## config.mk

```make
export PLATFORM = sky130hd
export DESIGN_NAME = shadow_bank_spill_ctrl
export DESIGN_NICKNAME = d
export VERILOG_FILES = /design/src/rtl/shadow_bank_spill_ctrl_pkg.sv /design/src/rtl/shru_mem_port.sv /design/src/rtl/shadow_bank_spill_ctrl.sv
export SDC_FILE = /design/constraint.sdc
export NUM_CORES = 1
export LEC_CHECK = 0
export BUFFER_PORTS_ARGS = -buffer_cell sky130_fd_sc_hd__clkbuf_2
export CAP_MARGIN = 20
export CORE_AREA = 2 2 161 163
export CTS_CLUSTER_DIAMETER = 50
export DETAILED_ROUTE_END_ITERATION = 10
export DIE_AREA = 0 0 163 165
export PLACE_DENSITY = 0.72
export SYNTH_ARGS = -nofsm -noshare
export SYNTH_HDL_FRONTEND = slang
export SYNTH_HIERARCHICAL = 1
export SYNTH_SLANG_ARGS = --single-unit
```

## constraint.sdc

```tcl
create_clock -name clk_i -period 3.6 [get_ports clk_i]
set_clock_uncertainty 0.15 [all_clocks]
set_input_delay 0.18 -clock clk_i [delete_from_list [all_inputs] [get_ports clk_i]]
set_output_delay 0.18 -clock clk_i [all_outputs]
set_load 0.05 [all_outputs]
```

## src/rtl/shadow_bank_spill_ctrl_pkg.sv

```systemverilog
// Shared types for the multi-bank shadow register controller: sequencer states
// and the frame geometry derived from the block parameters.
package shadow_bank_spill_ctrl_pkg;

   typedef enum logic [1:0] {
      SHRU_IDLE,
      SHRU_SPILL_REQ,
      SHRU_FILL_REQ,
      SHRU_FILL_RESP
   } shru_state_e;

   typedef struct packed {
      int bytes;
      int frame_bytes;
      int bank_w;
      int word_w;
      int level_w;
      int res_w;
   } shru_frame_cfg_t;

   function automatic shru_frame_cfg_t shru_frame_cfg(input int data_width,
                                                      input int nr_banks,
                                                      input int nr_saved_regs,
                                                      input int max_nest);
      shru_frame_cfg_t cfg;
      cfg.bytes       = data_width / 8;
      cfg.frame_bytes = nr_saved_regs * (data_width / 8);
      cfg.bank_w      = $clog2(nr_banks);
      cfg.word_w      = $clog2(nr_saved_regs);
      cfg.level_w     = $clog2(max_nest + 1);
      cfg.res_w       = $clog2(nr_banks + 1);
      return cfg;
   endfunction

endpackage

```

## src/rtl/shru_mem_port.sv

```systemverilog
// Request/grant/response sequencer and word counter shared by frame spill
// (stores, one per grant) and frame fill (one outstanding load at a time).
module shru_mem_port
   import shadow_bank_spill_ctrl_pkg::*;
#(
   parameter int DATA_WIDTH    = 64,
   parameter int NR_SAVED_REGS = 16
) (
   input  logic                             clk_i,
   input  logic                             rst_ni,
   input  logic                             spill_start_i,
   input  logic                             fill_start_i,
   input  logic [DATA_WIDTH-1:0]            sp_i,
   input  logic                             mem_gnt_i,
   input  logic                             mem_rvalid_i,
   output logic                             busy_o,
   output logic                             spill_done_o,
   output logic                             fill_done_o,
   output logic                             word_we_o,
   output logic [$clog2(NR_SAVED_REGS)-1:0] word_o,
   output logic                             mem_req_o,
   output logic                             mem_we_o,
   output logic [DATA_WIDTH-1:0]            mem_addr_o
);

   localparam shru_frame_cfg_t CFG = shru_frame_cfg(DATA_WIDTH, 2, NR_SAVED_REGS, 2);
   localparam int WORD_W = CFG.word_w;
   localparam logic [DATA_WIDTH-1:0] FRAME_BYTES = DATA_WIDTH'(CFG.frame_bytes);
   localparam logic [DATA_WIDTH-1:0] WORD_BYTES  = DATA_WIDTH'(CFG.bytes);
   localparam logic [WORD_W-1:0]     LAST_WORD   = WORD_W'(NR_SAVED_REGS - 1);

   shru_state_e           state_q, state_d;
   logic [WORD_W-1:0]     word_q, word_d;
   logic                  last_word;
   logic [DATA_WIDTH-1:0] word_off;

   assign last_word = (word_q == LAST_WORD);
   assign word_off  = DATA_WIDTH'(word_q) * WORD_BYTES;
   assign busy_o    = (state_q != SHRU_IDLE);
   assign word_o    = word_q;

   always_ff @(posedge clk_i or negedge rst_ni) begin
      if (!rst_ni) begin
         state_q <= SHRU_IDLE;
         word_q  <= '0;
      end else begin
         state_q <= state_d;
         word_q  <= word_d;
      end
   end

   always_comb begin
      state_d      = state_q;
      word_d       = word_q;
      mem_req_o    = 1'b0;
      mem_we_o     = 1'b0;
      mem_addr_o   = '0;
      word_we_o    = 1'b0;
      spill_done_o = 1'b0;
      fill_done_o  = 1'b0;
      unique case (state_q)
         SHRU_IDLE: begin
            word_d = '0;
            if (spill_start_i) begin
               state_d = SHRU_SPILL_REQ;
            end else if (fill_start_i) begin
               state_d = SHRU_FILL_REQ;
            end
         end
         SHRU_SPILL_REQ: begin
            // The frame sits just below the current stack pointer.
            mem_req_o  = 1'b1;
            mem_we_o   = 1'b1;
            mem_addr_o = sp_i - FRAME_BYTES + word_off;
            if (mem_gnt_i) begin
               if (last_word) begin
                  spill_done_o = 1'b1;
                  word_d       = '0;
                  state_d      = SHRU_IDLE;
               end else begin
                  word_d = word_q + 1'b1;
               end
            end
         end
         SHRU_FILL_REQ: begin
            mem_req_o  = 1'b1;
            mem_addr_o = sp_i + word_off;
            if (mem_gnt_i) begin
               state_d = SHRU_FILL_RESP;
            end
         end
         SHRU_FILL_RESP: begin
            if (mem_rvalid_i) begin
               word_we_o = 1'b1;
               if (last_word) begin
                  fill_done_o = 1'b1;
                  word_d      = '0;
                  state_d     = SHRU_IDLE;
               end else begin
                  word_d  = word_q + 1'b1;
                  state_d = SHRU_FILL_REQ;
               end
            end
         end
         default: state_d = SHRU_IDLE;
      endcase
   end

endmodule

```

## src/rtl/shadow_bank_spill_ctrl.sv

```systemverilog
// Multi-bank shadow register controller: a circular window of register banks
// over a nested trap stack, spilling/filling the oldest frame to memory.
module shadow_bank_spill_ctrl
   import shadow_bank_spill_ctrl_pkg::*;
#(
   parameter int DATA_WIDTH    = 64,
   parameter int NR_BANKS      = 4,
   parameter int NR_SAVED_REGS = 16,
   parameter int MAX_NEST      = 16
) (
   input  logic                             clk_i,
   input  logic                             rst_ni,
   input  logic                             save_i,
   input  logic                             restore_i,
   output logic                             ready_o,
   output logic                             error_o,
   output logic [$clog2(NR_BANKS)-1:0]      active_bank_o,
   output logic [$clog2(MAX_NEST+1)-1:0]    level_o,
   input  logic [DATA_WIDTH-1:0]            spill_base_i,
   output logic [$clog2(NR_BANKS)-1:0]      bank_rd_bank_o,
   output logic [$clog2(NR_SAVED_REGS)-1:0] bank_rd_addr_o,
   input  logic [DATA_WIDTH-1:0]            bank_rdata_i,
   output logic                             bank_we_o,
   output logic [$clog2(NR_BANKS)-1:0]      bank_wr_bank_o,
   output logic [$clog2(NR_SAVED_REGS)-1:0] bank_wr_addr_o,
   output logic [DATA_WIDTH-1:0]            bank_wdata_o,
   output logic                             mem_req_o,
   output logic                             mem_we_o,
   output logic [DATA_WIDTH-1:0]            mem_addr_o,
   output logic [DATA_WIDTH-1:0]            mem_wdata_o,
   input  logic                             mem_gnt_i,
   input  logic                             mem_rvalid_i,
   input  logic [DATA_WIDTH-1:0]            mem_rdata_i
);

   localparam shru_frame_cfg_t CFG =
      shru_frame_cfg(DATA_WIDTH, NR_BANKS, NR_SAVED_REGS, MAX_NEST);
   localparam int BANK_W  = CFG.bank_w;
   localparam int LEVEL_W = CFG.level_w;
   localparam int RES_W   = CFG.res_w;
   localparam int WORD_W  = CFG.word_w;
   localparam logic [DATA_WIDTH-1:0] FRAME_BYTES = DATA_WIDTH'(CFG.frame_bytes);

   logic [BANK_W-1:0]     oldest_q, oldest_d;
   logic [RES_W-1:0]      resident_q, resident_d;
   logic [LEVEL_W-1:0]    level_q, level_d;
   logic [DATA_WIDTH-1:0] spill_sp_q, spill_sp_d;
   logic                  error_q, error_d;
   logic                  busy, spill_start, fill_start, spill_done, fill_done, word_we;
   logic [WORD_W-1:0]     word;
   logic [BANK_W-1:0]     fill_bank;

   shru_mem_port #(
      .DATA_WIDTH   (DATA_WIDTH),
      .NR_SAVED_REGS(NR_SAVED_REGS)
   ) u_mem_port (
      .clk_i        (clk_i),
      .rst_ni       (rst_ni),
      .spill_start_i(spill_start),
      .fill_start_i (fill_start),
      .sp_i         (spill_sp_q),
      .mem_gnt_i    (mem_gnt_i),
      .mem_rvalid_i (mem_rvalid_i),
      .busy_o       (busy),
      .spill_done_o (spill_done),
      .fill_done_o  (fill_done),
      .word_we_o    (word_we),
      .word_o       (word),
      .mem_req_o    (mem_req_o),
      .mem_we_o     (mem_we_o),
      .mem_addr_o   (mem_addr_o)
   );

   // A refilled frame lands in the bank just below the oldest resident one.
   assign fill_bank     = oldest_q - BANK_W'(1);
   assign ready_o       = !busy;
   assign error_o       = error_q;
   assign level_o       = level_q;
   assign active_bank_o = (resident_q == '0) ? oldest_q
                                             : oldest_q + BANK_W'(resident_q - RES_W'(1));

   assign bank_rd_bank_o = oldest_q;
   assign bank_rd_addr_o = word;
   assign bank_we_o      = word_we;
   assign bank_wr_bank_o = word_we ? fill_bank : '0;
   assign bank_wr_addr_o = word_we ? word : '0;
   assign bank_wdata_o   = word_we ? mem_rdata_i : '0;
   assign mem_wdata_o    = mem_we_o ? bank_rdata_i : '0;

   always_ff @(posedge clk_i or negedge rst_ni) begin
      if (!rst_ni) begin
         oldest_q   <= '0;
         resident_q <= '0;
         level_q    <= '0;
         spill_sp_q <= '0;
         error_q    <= 1'b0;
      end else begin
         oldest_q   <= oldest_d;
         resident_q <= resident_d;
         level_q    <= level_d;
         spill_sp_q <= spill_sp_d;
         error_q    <= error_d;
      end
   end

   always_comb begin
      oldest_d    = oldest_q;
      resident_d  = resident_q;
      level_d     = level_q;
      spill_sp_d  = spill_sp_q;
      error_d     = 1'b0;
      spill_start = 1'b0;
      fill_start  = 1'b0;

      if (!busy && (level_q == '0)) begin
         spill_sp_d = spill_base_i;
      end

      if (!busy && (save_i || restore_i)) begin
         if (save_i && restore_i) begin
            error_d = 1'b1;
         end else if (save_i) begin
            if (level_q == LEVEL_W'(MAX_NEST)) begin
               error_d = 1'b1;
            end else if (resident_q < RES_W'(NR_BANKS)) begin
               resident_d = resident_q + 1'b1;
               level_d    = level_q + 1'b1;
            end else begin
               spill_start = 1'b1;
            end
         end else begin
            if (level_q == '0) begin
               error_d = 1'b1;
            end else begin
               level_d    = level_q - 1'b1;
               resident_d = resident_q - 1'b1;
               fill_start = (resident_q == RES_W'(1)) && (level_q > LEVEL_W'(1));
            end
         end
      end

      // Spill frees the oldest bank and hands it straight to the new frame.
      if (spill_done) begin
         spill_sp_d = spill_sp_q - FRAME_BYTES;
         oldest_d   = oldest_q + 1'b1;
         level_d    = level_q + 1'b1;
      end
      if (fill_done) begin
         spill_sp_d = spill_sp_q + FRAME_BYTES;
         oldest_d   = fill_bank;
         resident_d = RES_W'(1);
      end
   end

endmodule

```

## Word level (Yosys, flattened, before mapping)

Cells that the tools add are included.

| operators by class | value |
|---|---|
| $add $sub $neg | 12 |
| $lt $le $gt $ge | 2 |
| eq/ne operators | 19 |
| multiplexer cells | 60 |
| reductions and logical operators | 20 |

Operators by type and width:

| cell | number |
|---|---|
| 64-bit two-way mux | 5 |
| 64-bit by 7-bit adder with 64-bit output | 2 |
| 64-bit case mux with 2 select lines | 1 |
| 64-bit by 8-bit adder with 64-bit output (second input constant) | 1 |
| 64-bit by 8-bit subtractor with 64-bit output (second input constant) | 1 |
| 5-bit two-way mux | 7 |
| 1-bit two-way mux | 23 |
| 2-bit two-way mux | 11 |
| 3-bit two-way mux | 7 |
| 4-bit two-way mux | 4 |
| 3-bit inequality test (second input constant) | 5 |
| 5-bit AND reduction | 3 |
| 4-bit case mux with 3 select lines | 1 |
| 2-bit inequality test (second input constant) | 5 |
| 2-bit case mux with 4 select lines | 1 |
| 2-bit nonzero test | 4 |
| 3-bit by 1-bit inequality test with 1-bit output (second input constant) | 2 |
| 3-bit nonzero test | 2 |
| 5-bit by 1-bit adder with 5-bit output (second input constant) | 1 |
| 5-bit == test (second input constant) | 1 |
| 5-bit by 1-bit > comparator with 1-bit output (second input constant) | 1 |
| 5-bit zero test | 1 |
| 5-bit by 1-bit subtractor with 5-bit output (second input constant) | 1 |
| 4-bit by 1-bit adder with 4-bit output (second input constant) | 1 |
| other kinds (18) | 22 |

| storage, ports and cells | value |
|---|---|
| register bits after elaboration | 81 |
| input port bits | 198 |
| output and inout port bits | 216 |

## Logic depth before layout (Yosys ltp)

| logic depth | value |
|---|---|
| word-level depth | 9 |
| gate-level depth with buffers | 12 |
| mapped depth without buffers | 10 |

## Cells and area by module

Netlist, hierarchy kept.

By module, submodules not included:

| module | times used | cells each | area each (um^2) |
|---|---|---|---|
| shadow_bank_spill_ctrl | 1 | 1,032 | 7,566.0 |
| shru_mem_port | 1 | 621 | 3,828.7 |

## Least setup slack after synthesis

OpenSTA, ideal clock, no wires.

| path | value |
|---|---|
| path type | reg-to-output |
| start | reg u_mem_port.word_q[0], in the netlist u_mem_port/word_o[0] |
| end | out mem_addr_o[23] |
| arrival | 3,890 ps |
| data required time | 3,270 ps |
| path slack | -620 ps |
| cell stages (with the launch flop) | 9 |
| path buffers | 0 |
| cell sequence | dfrtp_1 ha_1 fa_1 nand3_1 a2111oi_0 and3_1 and4_1 a31oi_1 o21ai_0 |

| between the ends | value |
|---|---|
| word-level cells in the longest chain between the ends | 2 |

RTL lines:

| element | line | text |
|---|---|---|
| from (decl) | shru_mem_port.sv:33 | `logic [WORD_W-1:0] word_q, word_d;` |
| from (signal assigned) | shru_mem_port.sv:48 | `word_q <= word_d;` |
| 64-bit by 7-bit adder with 64-bit output (on tied branches) | shru_mem_port.sv:87, shru_mem_port.sv:74 |  |
| 64-bit case mux with 2 select lines * | shru_mem_port.sv:61 | `unique case (state_q)` |
| to (decl) | shadow_bank_spill_ctrl.sv:29 | `output logic [DATA_WIDTH-1:0] mem_addr_o,` |

Mark *: on every way between the ends. The rest lies on a longest branch, timed or not.

## Final worst setup path

| path | value |
|---|---|
| start | reg spill_sp_q[10] |
| end | out mem_addr_o[36] |

| between the ends | value |
|---|---|
| word-level cells in the longest chain between the ends | 3 |

RTL lines:

| element | line | text |
|---|---|---|
| from (decl) | shadow_bank_spill_ctrl.sv:47 | `logic [DATA_WIDTH-1:0] spill_sp_q, spill_sp_d;` |
| from (signal assigned) | shadow_bank_spill_ctrl.sv:101 | `spill_sp_q <= spill_sp_d;` |
| 64-bit by 8-bit subtractor with 64-bit output | shru_mem_port.sv:74 | `mem_addr_o = sp_i - FRAME_BYTES + word_off;` |
| 64-bit by 7-bit adder with 64-bit output | shru_mem_port.sv:74 |  |
| 64-bit case mux with 2 select lines * | shru_mem_port.sv:61 |  |

Marks and branches as above.

==> metrics.md <==
| Metric | Value |
|---|---|
| Row cnt | `58` |
| Antenna Nets Post-Route | `0` |
| Setup TNS | `0 ns` |
| Async SR Flop Fraction | `100.0%` |
| CP dominant cell by count | `or4_4` |
| Compound-cell area share of the yosys netlist | `23.88%` |
| Die footprint | `0.02690 mm²` |
| Top-count cell post-synth | `nand2_1` |
| Hold Path Class | `in -> reg` |
| Unique masters post-synth | `87` |
| Final hold violation count | `0` |
| # port buffers | `413` |
| Post-synthesis simple-gate area fraction | `40.85%` |
| WP data arrival | `3.26 ns` |
| Largest family of logic cells by synthesized area | `simple AND/OR/NAND/NOR gates` |
| Reg-to-Reg Start | `u_mem_port/word_o[1]$_DFFE_PN0P_` |
| Top post-synthesis cells by count | `150 x nand2_1, 144 x and2_1, 126 x clkbuf_1` |
| Crit path max-delay cell type | `or4_4` |
| VDD IR max | `575.5 µV` |
| Status | `finished clean` |
| Max FO, Critical Path | `11` |
| CP startpoint | `spill_sp_q[10]$_DFFE_PN0P_` |
| Worst r2r dst | `spill_sp_q[58]$_DFFE_PN0P_` |
| Slew @ Worst Pin | `0.9261 ns` |
| Clock sinks | `81` |
| Synthesized area | `0.01139 mm²` |
| Area fraction of the dominant cell type after synthesis | `17.79%` |
| Slowest cell delay on critical path | `0.67 ns` |
| DRC Markers | `0` |
| Layout cell share with drive strength beyond 1 | `30.16%` |
| Height of the die | `165 µm` |
| Worst-skew pair later-pin latency | `0.35 ns` |
| Worst r2r path cells | `10` |
| Crit-path cells | `or4_4, or3_4, or4_4, or3_1, a2bb2oi_1, a21oi_2, buf_2` |
| Initial Utilization | `45.51%` |
| H-Tree Depth | `3` |
| Reg clk slew, reported paths | `0.07 ns` |
| GPL Wtd Cong | `1.031` |
| DP HPWL | `44.49 mm` |
| Core Footprint | `0.02504 mm²` |
| Synth Instances | `1653` |
| Root Buffer | `clkbuf_16` |
| Slew Limit Fails | `0` |
| Largest net degree at the start of global routing | `85` |
| Number of synthesized flops with an enable pin | `0` |
| Post-synthesis sequential area ratio | `17.79%` |
| I/O Pins | `414` |
| GRT overflow | `0` |
| Global-route wire length before repair | `87.98 mm` |
| Post-synth top area cell | `dfrtp_1` |
| Initial antenna violation count | `6` |
| P per Cell Area | `829.6 mW/mm²` |
| Most common flop cell mapped by yosys | `dfrtp_1` |
| DRT Pass-1 Iters | `6` |
| Final core utilization | `59.84%` |
| Yosys warning count | `6` |
| R2r setup slk | `0.36 ns` |
| RSZ-0062 raised after global routing | `true` |
| Hold Path Origin | `spill_base_i[59]` |
| CTS buffer count | `9` |
| Area Overhead vs Synth | `31.47%` |
| Vias in the first global route | `14190` |
| Crit. End Element | `output port` |
| Fmax | `278.9 MHz` |
| Tcrit/Tclk final | `99.59%` |
| Vias | `15640` |
| Post-synthesis mux area share | `1.801%` |
| Synth top area cells | `dfrtp_1 18%, and2_1 7.9%, nand2_1 4.9%` |
| Synth Area in XOR/XNOR | `6.226%` |
| Synthesis-stage register bit count | `81` |
| CTS tree | `yes` |
| Synthesized Nets | `1872` |
| Routed len/inst | `24.48 µm` |
| Critical path required time | `3.27 ns` |
| Leak Pwr | `0.006415 µW` |
| Clock buffer depth | `2` |
| Horiz. Die Dim | `163 µm` |
| Adder-Cell Fraction of Synth Area | `2.372%` |
| Startpoint types | `register` |
| Critical Setup Path Class | `reg -> out` |
| Final period demand of the worst path | `3.585 ns` |
| Average size of a mapped cell | `6.893 µm²` |
| Routed vias/inst | `6.524` |
| GRT Total Usage | `42.80%` |
| Finish-stage setup viols | `0` |
| Post-Route WL | `58.67 mm` |
| Max Cap Viol | `0` |
| Final #Nets | `2276` |
| Max_slew headroom | `38.03%` |
| Worst Setup EP | `mem_addr_o[36]` |
| Drt initial violations | `2057` |
## metrics by stage
stage / std cells / power, µW / hold slack (ns) / area (µm²) / setup WS, ns
6_report: 2397 / 12430 / 0.01003 / 14980 / 0.01477
5_1_grt: 2394 / 13030 / 0.02896 / 14970 / -0.04966
4_1_cts: 2391 / 12040 / 0.002703 / 14870 / 0.02979
3_5_place_dp: 2360 / 11060 / 0.05900 / 14430 / 0.2992
3_3_place_gp: 2360 / 10950 / 0.06454 / 14430 / 0.3363
2_1_floorplan: 1653 / 8229 / -0.2656 / 11470 / 0.004194
## worst min-delay path by stage
stage | endpoint | slack (ns) | cells after the start
after floorplan | bank_rd_bank_o[0]$_DFFE_PN0P_ | -0.27 | 0
after global placement | spill_sp_q[42]$_DFFE_PN0P_ | 0.06 | 1
after detailed placement | spill_sp_q[42]$_DFFE_PN0P_ | 0.06 | 1
after CTS | spill_sp_q[59]$_DFFE_PN0P_ | 0.003 | 3
after global routing | spill_sp_q[38]$_DFFE_PN0P_ | 0.03 | 3
final | spill_sp_q[59]$_DFFE_PN0P_ | 0.01 | 3
## layout make-up
| cell class | instances | area (µm²) |
|---|---|---|
| Multi-Input combinational cell | 1374 | 8715 |
| Tap cell | 330 | 412.9 |
| Clock buffer | 9 | 225.2 |
| Antenna cell | 5 | 12.51 |
| Fill cell | 2452 | 10060 |
| Clock inverter | 7 | 61.31 |
| Timing Repair Buffer | 552 | 3378 |
| Inverter | 39 | 146.4 |
| Sequential cell | 81 | 2029 |
## metal layers
| layer | GRT usage (%) | up-vias | part of all wire [%] |
|---|---|---|---|
| met4 | 23.45 | 0 | 6.0 |
| met5 | 0 | - | 0 |
| li1 | - | 6971 | - |
| met2 | 61.04 | 1213 | 41 |
| met3 | 15.72 | 194 | 16 |
| met1 | 55.76 | 7261 | 38 |
## report_power, final
part           switching (µW)  internal (µW)
Combinational            6290           2870
Clock                     449            483
Sequential               1030           1310
Total                    7760           4660
## worst max-delay path, delay by kind of cell, from the launching register on
kind | cells | cell delay (ns)
buf+inv | 1 | 0.22
simple gates | 4 | 2.04
flops | 1 | 0.38
compound gates | 2 | 0.26
## registers in the layout, indices dropped and copies added (netlist names)
register and flops:
spill_sp_q 64, level_o 5, u_mem_port/word_o 4, resident_q 3, bank_rd_bank_o 2, u_mem_port/state_q 2, error_o 1
## what timing repair did
item / CTS / global route
endpoints found under the hold margin: 50 / 0
buffers inserted: 0 / 1
setup endpoints to repair: 4 / 25
resized for setup: 2 / 40
hold buffers: 15 / 0
pin swaps: 0 / 2
## placed cells by master (no fill, tap or decap), types with 14 or more instances in the layout
cell / netlist / final
clkbuf_2: 1 / 389
o211ai_1: 14 / 14
nor2_1: 113 / 109
dfrtp_1: 81 / 79
nand2_1: 150 / 150
nand3_1: 88 / 88
mux2i_1: 16 / 16
buf_4: 5 / 125
buf_12: 0 / 14
nand4_1: 53 / 53
o22ai_1: 17 / 14
nor3_1: 82 / 78
and4_1: 15 / 15
dlygate4sd3_1: 0 / 15
or3_1: 27 / 27
ha_1: 20 / 18
inv_1: 37 / 37
xor2_1: 35 / 35
xnor2_1: 46 / 46
and3_1: 29 / 28
and2_1: 144 / 142
o21ai_0: 77 / 73
a211oi_1: 17 / 16
a21oi_1: 100 / 98
or4_1: 21 / 21
nor4_1: 63 / 60
a31oi_1: 32 / 29
## logic make-up (layout without fill, tap and decap cells)
family | after synthesis | in the layout
simple gates | 845 | 845
compound gates | 407 | 407
fa+ha+maj | 21 | 21
xor+xnor | 81 | 81
other cells | 0 | 5
mux | 20 | 20
flops | 81 | 81
buf+inv | 198 | 607
(Power assumes the default switching activity.)
